===== config.mk =====
export PLATFORM = sky130hd
export DESIGN_NAME = hex_uart_sender
export DESIGN_NICKNAME = d
export VERILOG_FILES = /design/src/rtl/hex_uart_sender.sv
export SDC_FILE = /design/constraint.sdc
export NUM_CORES = 1
export LEC_CHECK = 0
export BUFFER_PORTS_ARGS = -buffer_cell sky130_fd_sc_hd__buf_2
export CAP_MARGIN = 20
export CORE_ASPECT_RATIO = 1.5
export CORE_UTILIZATION = 58
export DETAILED_ROUTE_END_ITERATION = 12
export GPL_ROUTABILITY_DRIVEN = 0
export PLACE_DENSITY = 0.95
export SLEW_MARGIN = 20
export SYNTH_ARGS = -nofsm -noshare
export SYNTH_HDL_FRONTEND = slang
export SYNTH_SLANG_ARGS = --single-unit

===== constraint.sdc =====
create_clock -name hz100 -period 2.35 [get_ports hz100]
set_input_delay 0.1175 -clock hz100 [delete_from_list [all_inputs] [get_ports hz100]]
set_output_delay 0.1175 -clock hz100 [all_outputs]
set_load 0.05 [all_outputs]

===== src/rtl/hex_uart_sender.sv =====
// Streams a captured DATA_W-bit value to the host UART as ASCII hex, MS nibble first,
// optionally followed by CR,LF. One txclk strobe per character, paced by txready.
module hex_uart_sender #(
   parameter int DATA_W    = 8,
   parameter int SEND_CRLF = 1,
   parameter int UPPERCASE = 1
) (
   input  logic              hz100,
   input  logic              reset,
   input  logic              start,
   input  logic [DATA_W-1:0] data,
   input  logic              txready,
   output logic [7:0]        txdata,
   output logic              txclk,
   output logic              busy,
   output logic              done
);

   localparam int NDIG  = DATA_W / 4;
   localparam int NCH   = NDIG + ((SEND_CRLF != 0) ? 2 : 0);
   localparam int IDX_W = $clog2(NCH + 1);
   localparam logic [IDX_W-1:0] LAST   = IDX_W'(NCH - 1);
   localparam logic [IDX_W-1:0] NDIG_I = IDX_W'(NDIG);
   // 'A' - 10 or 'a' - 10, so the nibble value can be added directly
   localparam logic [7:0] ALPHA_BASE = (UPPERCASE != 0) ? 8'h37 : 8'h57;

   typedef enum logic [1:0] {S_IDLE, S_WAIT, S_STROBE} state_t;

   state_t            state, state_n;
   logic [DATA_W-1:0] shreg, shreg_n;
   logic [IDX_W-1:0]  idx, idx_n;
   logic [7:0]        txdata_n;
   logic              txclk_n, busy_n, done_n;
   logic [3:0]        nib;
   logic [7:0]        ch;

   // Digits are taken from the top of a left-shifting copy of the captured value
   always_comb begin
      nib = shreg[DATA_W-1 -: 4];
      if (idx < NDIG_I)
         ch = (nib < 4'd10) ? (8'h30 + {4'h0, nib}) : (ALPHA_BASE + {4'h0, nib});
      else if (idx == NDIG_I)
         ch = 8'h0D;
      else
         ch = 8'h0A;
   end

   always_ff @(posedge hz100 or posedge reset) begin
      if (reset) begin
         state  <= S_IDLE;
         shreg  <= '0;
         idx    <= '0;
         txdata <= '0;
         txclk  <= 1'b0;
         busy   <= 1'b0;
         done   <= 1'b0;
      end else begin
         state  <= state_n;
         shreg  <= shreg_n;
         idx    <= idx_n;
         txdata <= txdata_n;
         txclk  <= txclk_n;
         busy   <= busy_n;
         done   <= done_n;
      end
   end

   always_comb begin
      state_n  = state;
      shreg_n  = shreg;
      idx_n    = idx;
      txdata_n = txdata;
      txclk_n  = 1'b0;
      busy_n   = busy;
      done_n   = 1'b0;
      case (state)
         S_IDLE: begin
            busy_n = 1'b0;
            if (start) begin
               shreg_n = data;
               idx_n   = '0;
               busy_n  = 1'b1;
               state_n = S_WAIT;
            end
         end
         S_WAIT: begin
            if (txready) begin
               txdata_n = ch;
               txclk_n  = 1'b1;
               shreg_n  = shreg << 4;
               state_n  = S_STROBE;
            end
         end
         S_STROBE: begin
            if (idx == LAST) begin
               busy_n  = 1'b0;
               done_n  = 1'b1;
               state_n = S_IDLE;
            end else begin
               idx_n   = idx + 1'b1;
               state_n = S_WAIT;
            end
         end
         default: state_n = S_IDLE;
      endcase
   end

endmodule


After elaboration in Yosys (flattened, before gate mapping) --
Index checks and enable logic that the tools add are counted.
Cells by class: mux-type cells 20, divide/modulo/power cells 0, shifts and indexed selects 0, $mul 0, bitwise operators 0, equality and inequality tests 8, order comparisons 2, reductions and logical operators 8, add/subtract/negate cells 3
Operator list (count):
- 8-bit two-way mux | 3
- 8-bit case mux with 2 select lines | 1
- 6-bit by 4-bit adder with 7-bit output, first input constant | 2
- 3-bit two-way mux | 3
- 2-bit inequality test, second input constant | 4
- 1-bit two-way mux | 7
- 7-bit two-way mux | 1
- 3-bit by 2-bit equality test with 1-bit output, second input constant | 2
- 2-bit case mux with 3 select lines | 1
- 3-bit case mux with 2 select lines | 1
- 2-bit AND reduction | 3
- 3-bit AND reduction | 2
- 4-bit less-than comparator, second input constant | 1
- 2-bit two-way mux | 2
- 2-bit nonzero test | 2
- 3-bit by 1-bit adder with 3-bit output, second input constant | 1
- 3-bit by 2-bit less-than comparator with 1-bit output, second input constant | 1
- 2-bit by 1-bit equality test with 1-bit output, second input constant | 1
- 2-bit equality test, second input constant | 1
- 2-bit logical NOT | 1
- 1-bit case mux with 2 select lines | 1
Storage, ports and cells: register bits 24, bits of input ports 12, output and inout bits 11, memories 0, RAM bits 0, bits in read-only memories 0, logic and storage cells 48, bits in latches 0

Depth between registers and ports, before layout --
Gate-level depths: netlist of the first run.
depth in word-level cells 3, depth in mapped cells 6, depth with buffers taken out 5

Least setup slack after synthesis of the first run --
No wires, ideal clock.
path kind reg2reg, start point register idx[2], end point register idx[2], clock period less this slack 1.564 ns, data required time 2.284 ns, cell stages (with the launch flop) 7, setup time 0.066 ns, arrival time 1.498 ns, path slack 0.786 ns, buffers on the path 1, path through dfrtp_1 clkbuf_1 inv_1 ha_1 or2_2 o21ai_0 a22o_1
Between the ends: word-level cells in the longest chain between the ends 3, elaborated cells between the ends (all ways) 6, classes of those cells add/sub: 1; eq/ne: 2; mux: 2; reduce/logical: 1
RTL lines:
- start, declared | RTL line 31 | logic [IDX_W-1:0] idx, idx_n;
- start signal, assigned | RTL line 60 | idx <= idx_n;
- 3-bit by 1-bit adder with 3-bit output or 3-bit by 2-bit equality test with 1-bit output (tied branches) | RTL line 100, 95
- 3-bit two-way mux or 2-bit inequality test (tied branches)
- 3-bit case mux with 2 select lines or 3-bit AND reduction (tied branches)
Several ways; a longest one is shown, not always the timed one. The select of a mux whose other input is x is not followed. A chain may end at the register's enable or synchronous reset.

Worst setup path in the final report of the first run --
start point register idx[1], end point register idx[2]
Same word-level chain as after synthesis.

==> impl_metrics.ini, run 1 <==
[yosys]
synthCells = 117
yosysSeqAreaShare_pct = 47.2
syn-num-nets = 133
syn_area_um2 = 1220
ys_warn_count = 0
synth_edf_count = 0
synthArstFlopShare_pct = 100
synth_top_flop_cell = dfrtp_1
ys_ff_latch = 23
avgSynthCellArea_um2 = 10.4
ys_types = 34

[finish]
final_cell_mix = 23 x dfrtp_1, 21 x buf_2, 10 x nor2b_1, 9 x nand2_1
syn2layout_area_growth_pct = 11.0
design_area_um2 = 1350
nFillCells = 170
layout_commonest_cell = dfrtp_1
drive_gt1_share_pct = 23.4
num_antenna_cells = 0
nNetsFinal = 154

[sta]
clock_skew_ns = 0.00406
layout_min_cycle_time_ns = 1.76
fin_crit_sh_pct = 74.8
fin_hold_ws_ns = 0.0706
worstMarginPinSlew_ns = 0.836
max_clock_freq_mhz = 569
tns_ns = 0
finalSetupViolCount = 0
rsz0062_at_grt = false
drv_slew = 0
hold_violations = 0
slew_headroom_pct = 44.2

[floorplan]
start_util_pct = 60.9
dieArea_um2 = 2290
placementRows = 20
io_pins = 23
fp.dieW_um = 39.4
die_h_um = 58.2
core_region_area_um2 = 2000

[critical_path]
worstSetupPathType = register to register
critPathArrivalTime_ns = 2.03
r2r_end = idx[2]
crit_path_end_kind = register
crit_fanout = 14
rr_startpoint = idx[1]
startpoint_type = register
cp.required_ns = 2.62
r2r_cells = 5
r2r_setup_slack_ns = 0.59

[run_status]
status = completed

[routing]
first_pass_iters = 4
wl_mm = 2.19
detail_route.vias_per_cell = 5.77
routedWlPerCell_um = 13.8
post-route-drc-count = 0
route.antenna.remaining_nets = 0
drtIter0Drc = 32
vias = 917

[worst_hold_path]
hold_class = input port to register
hold_path_end = shreg[1]
hold_path_depth = 3
worstHoldStart = data[1]

[power]
pwr-share-comb_pct = 49.6
p_switching_w = 0.000872
seq_power_share_pct = 40.3
clkPwrFrac_pct = 10.1
max-vdd-ir-drop_v = 0.000708
power.internal_w = 0.000986
sw_frac_of_total_pct = 46.9
p_leak_nw = 0.674
power.density_nw_per_um2 = 1370

[place]
hpwl_mm = 1.64
portBuffers = 21
place_area_um2 = 1320

[cts]
cts_root_buffer = clkbuf_4
htree_num_levels = 1
clockBufferDepth = 2
cts_resized = 0
path_clk_slew_ns = 0.13
clock_latency_ns = 0.32
cts.sinks = 23
cts_tree = done
numCtsBuffers = 3

[global_routing]
grt-ovfl-total = 0
antenna_found_initial = 0
grt_pass1_vias = 933
grt_pass1_wl_mm = 3.91
grt_max_degree = 24
track_usage_pct = 24.2

[flow_run]
max-cap-violations = 0
==> layout make-up <==
| class | instances | area [µm²] | share of cell area (%) |
|---|---|---|---|
| Clock buffer | 3 | 22.5 | 1.66 |
| Sequential cell | 23 | 576 | 42.5 |
| Multi-Input combinational cell | 81 | 582 | 43.0 |
| Inverter | 7 | 26.3 | 1.94 |
| Clock inverter | 1 | 5.00 | 0.370 |
| Tap cell | 22 | 27.5 | 2.03 |
| Timing Repair Buffer | 22 | 115 | 8.50 |
==> synthesized netlist by cell type (4+ instances only) <==
| master | number | share of area, % |
|---|---|---|
| ha_1 | 4 | 4.1 |
| a21oi_1 | 7 | 2.9 |
| nor2b_1 | 10 | 5.1 |
| mux2i_1 | 5 | 4.1 |
| a22o_1 | 4 | 2.9 |
| nor2_1 | 4 | 1.2 |
| o21ai_0 | 7 | 2.9 |
| dfrtp_1 | 23 | 47 |
| o2bb2ai_1 | 4 | 2.9 |
| nand2_1 | 9 | 2.8 |
| inv_1 | 7 | 2.2 |
==> power by group through the flow <==
stage / logic (W) / registers (W) / clock network (W)
after detailed placement: 0.000923 / 0.000758 / 0
final: 0.000921 / 0.000748 / 0.000189
after global placement: 0.000892 / 0.000742 / 0
after CTS: 0.000930 / 0.000748 / 0.000190
after global routing: 0.00101 / 0.000785 / 0.000207
after floorplan: 0.000572 / 0.000923 / 0
==> worst max-delay path by stage <==
stage	endpoint	slack, ns	start	cells after the start
final	idx[2]	0.59	idx[1]	5
after global routing	idx[2]	0.46	idx[1]	5
after CTS	idx[2]	0.59	idx[1]	5
after detailed placement	idx[0]	0.62	idx[1]	5
after global placement	idx[2]	0.72	idx[1]	5
after floorplan	idx[2]	0.79	idx[2]	6
==> cells by family (layout without fill, tap and decap cells) <==
kind of cell	after synthesis	after routing	synth area share, %
buffers and inverters	13	33	5.13
and+or+nand+nor	34	34	16.8
DFF	23	23	47.2
muxes	9	9	7.79
other	1	1	0.307
AOI/OAI and AO/OA	33	33	18.7
adders and majority gates	4	4	4.10
==> what timing repair did <==
item / in CTS / in global routing
hold endpoints to repair: 23 / 0
setup buffers: 0 / 0
hold buffers: 1 / 0
==> per-stage QoR <==
| step | std cells | utilization [%] | setup slack (ns) | power [W] |
|---|---|---|---|---|
| 2_1_floorplan | 117 | - | 0.786 | 0.00150 |
| 3_3_place_gp | 154 | 65.8 | 0.725 | 0.00163 |
| 3_5_place_dp | 154 | 65.8 | 0.618 | 0.00168 |
| 4_1_cts | 159 | 67.6 | 0.591 | 0.00187 |
| 5_1_grt | 159 | 67.6 | 0.457 | 0.00200 |
| 6_report | 159 | 67.6 | 0.591 | 0.00186 |
==> worst max-delay path, cell delays in order (launching register included) <==
cell and delay, ns:
dfrtp_1 0.55, ha_1 0.26, ha_1 0.24, or2_2 0.33
o21ai_0 0.16, a22o_1 0.16
==> flip-flops by register name, indices dropped and copies added, names as in the netlist <==
name    count
shreg       8
txdata      7
idx         3
state       2
busy        1
done        1
txclk       1
==> layer usage <==
layer  share of wire, %  global-route usage, %
met3                4.6                   3.45
met2                 52                   39.6
met5                  0                      0
met1                 41                   30.0
met4                2.1                   11.8
Power figures use the tool's default switching activity.
==> run 2: changes to the inputs <==
- CORE_UTILIZATION: 58 -> 48
- PLACE_DENSITY: 0.95 -> 0.85
- clock period: 2.35 -> 1.5 ns (I/O delays scaled with it)
==> impl_metrics.ini, run 2 (same netlist as run 1, synthesis figures left out) <==
[run_status]
status = completed

[critical_path]
startpoint_type = register
worstSetupPathType = register to register
crit_path_end_kind = register
crit_fanout = 5
critPathArrivalTime_ns = 1.64
cp.required_ns = 1.72

[power]
power.density_nw_per_um2 = 2130
p_switching_w = 0.00138
seq_power_share_pct = 35.5
power.internal_w = 0.00167
sw_frac_of_total_pct = 45.4
max-vdd-ir-drop_v = 0.00103
pwr-share-comb_pct = 54.9
p_leak_nw = 0.718
clkPwrFrac_pct = 9.7

[routing]
route.antenna.remaining_nets = 0
drtIter0Drc = 14
post-route-drc-count = 0
first_pass_iters = 3
wl_mm = 2.28
routedWlPerCell_um = 13.4
vias = 939
detail_route.vias_per_cell = 5.52

[finish]
layout_commonest_cell = dfrtp_1
final_cell_mix = 22 x dfrtp_1, 21 x buf_2, 10 x nor2b_1, 9 x nand2_1, 9 x buf_4
syn2layout_area_growth_pct = 17.2
num_antenna_cells = 0
nNetsFinal = 163
design_area_um2 = 1430
drive_gt1_share_pct = 28.8
reg_top3 = shreg: 8 flops, txdata: 7 flops, idx: 3 flops
largest_register_ffs = 8
regMostFlops = shreg

[global_routing]
antenna_found_initial = 0
grt_pass1_vias = 924
grt-ovfl-total = 0
track_usage_pct = 19.5
grt_max_degree = 24
grt_pass1_wl_mm = 4.00

[worst_hold_path]
hold_class = input port to register

[place]
place_area_um2 = 1390
portBuffers = 21
hpwl_mm = 1.67

[floorplan]
dieArea_um2 = 2750
core_region_area_um2 = 2420
placementRows = 22
die_h_um = 63.7
fp.dieW_um = 43.2
start_util_pct = 50.4
io_pins = 23

[sta]
clock_skew_ns = 0.00231
hold_violations = 0
finalSetupViolCount = 0
layout_min_cycle_time_ns = 1.41
fin_crit_sh_pct = 94.2
rsz0062_at_grt = false
drv_slew = 0
tns_ns = 0
fin_hold_ws_ns = 0.0269
max_clock_freq_mhz = 708

[cts]
cts_tree = done
clock_latency_ns = 0.32
clockBufferDepth = 2
cts.sinks = 23
path_clk_slew_ns = 0.12
cts_root_buffer = clkbuf_4
numCtsBuffers = 3
htree_num_levels = 1

[flow_run]
max-cap-violations = 0
==> run 2: metal layers <==
layer / vias up / share of wire, % / GRT usage (%)
li1: 469 / - / -
met1: 446 / 42 / 21.9
met2: 19 / 53 / 33.8
met3: 5 / 2.2 / 1.69
met4: 0 / 3.0 / 12.5
met5: - / 0 / 0
==> run 2: final timing paths <==
| kind | depth (start not counted) | startpoint | slack [ns] | endpoint |
|---|---|---|---|---|
| setup reg to reg | 6 | idx[0] | 0.09 | idx[2] |
| hold reg to reg | 2 | txdata[1] | 0.49 | txdata[1] |
| max in group asynchronous | 4 | reset | 0.94 | state[0] |
| min in group asynchronous | 4 | reset | 0.31 | idx[2] |
| setup / recovery | 6 | idx[0] | 0.09 | idx[2] |
| hold / removal | 3 | data[1] | 0.03 | shreg[1] |
==> run 2: worst max-delay path, cell delays in order (launching register included) <==
cell     delay, ns
dfrtp_1       0.41
ha_1          0.21
ha_1          0.20
buf_4         0.15
nand2_1       0.08
o21ai_2       0.05
a22o_1        0.22
==> run 2: stage by stage <==
step	cells	total power, W	util, %	setup WS (ns)
final	170	0.00305	59.0	0.0874
after global routing	170	0.00327	59.0	0.00860
after CTS	170	0.00305	58.7	0.0231
after detailed placement	165	0.00275	57.2	0.0525
after global placement	165	0.00268	57.2	0.105
after floorplan	117	0.00234	-	0.0441
==> run 2: layout make-up <==
type                    instances  area [µm²]
well taps                      24        30.0
clock buffers                   4        26.3
multi-input cells              81         588
inverters                       7        26.3
flip-flops and latches         23         577
repair buffers                 31         183
fillers                       218         992
==> run 2: repair_timing <==
| item | CTS | global route |
|---|---|---|
| hold buffers | 1 | 0 |
| endpoints found under the hold margin | 23 | 0 |
| setup endpoints to repair | 0 | 4 |
| gates resized for setup | 0 | 6 |
| buffers inserted | 0 | 0 |
==> run 2: power groups by stage <==
stage                     logic [W]  clock network [W]  registers (W)
after CTS                   0.00166           0.000307        0.00108
after global placement      0.00160                  0        0.00107
final                       0.00167           0.000295        0.00108
after global routing        0.00183           0.000322        0.00111
after detailed placement    0.00165                  0        0.00109
after floorplan            0.000897                  0        0.00145
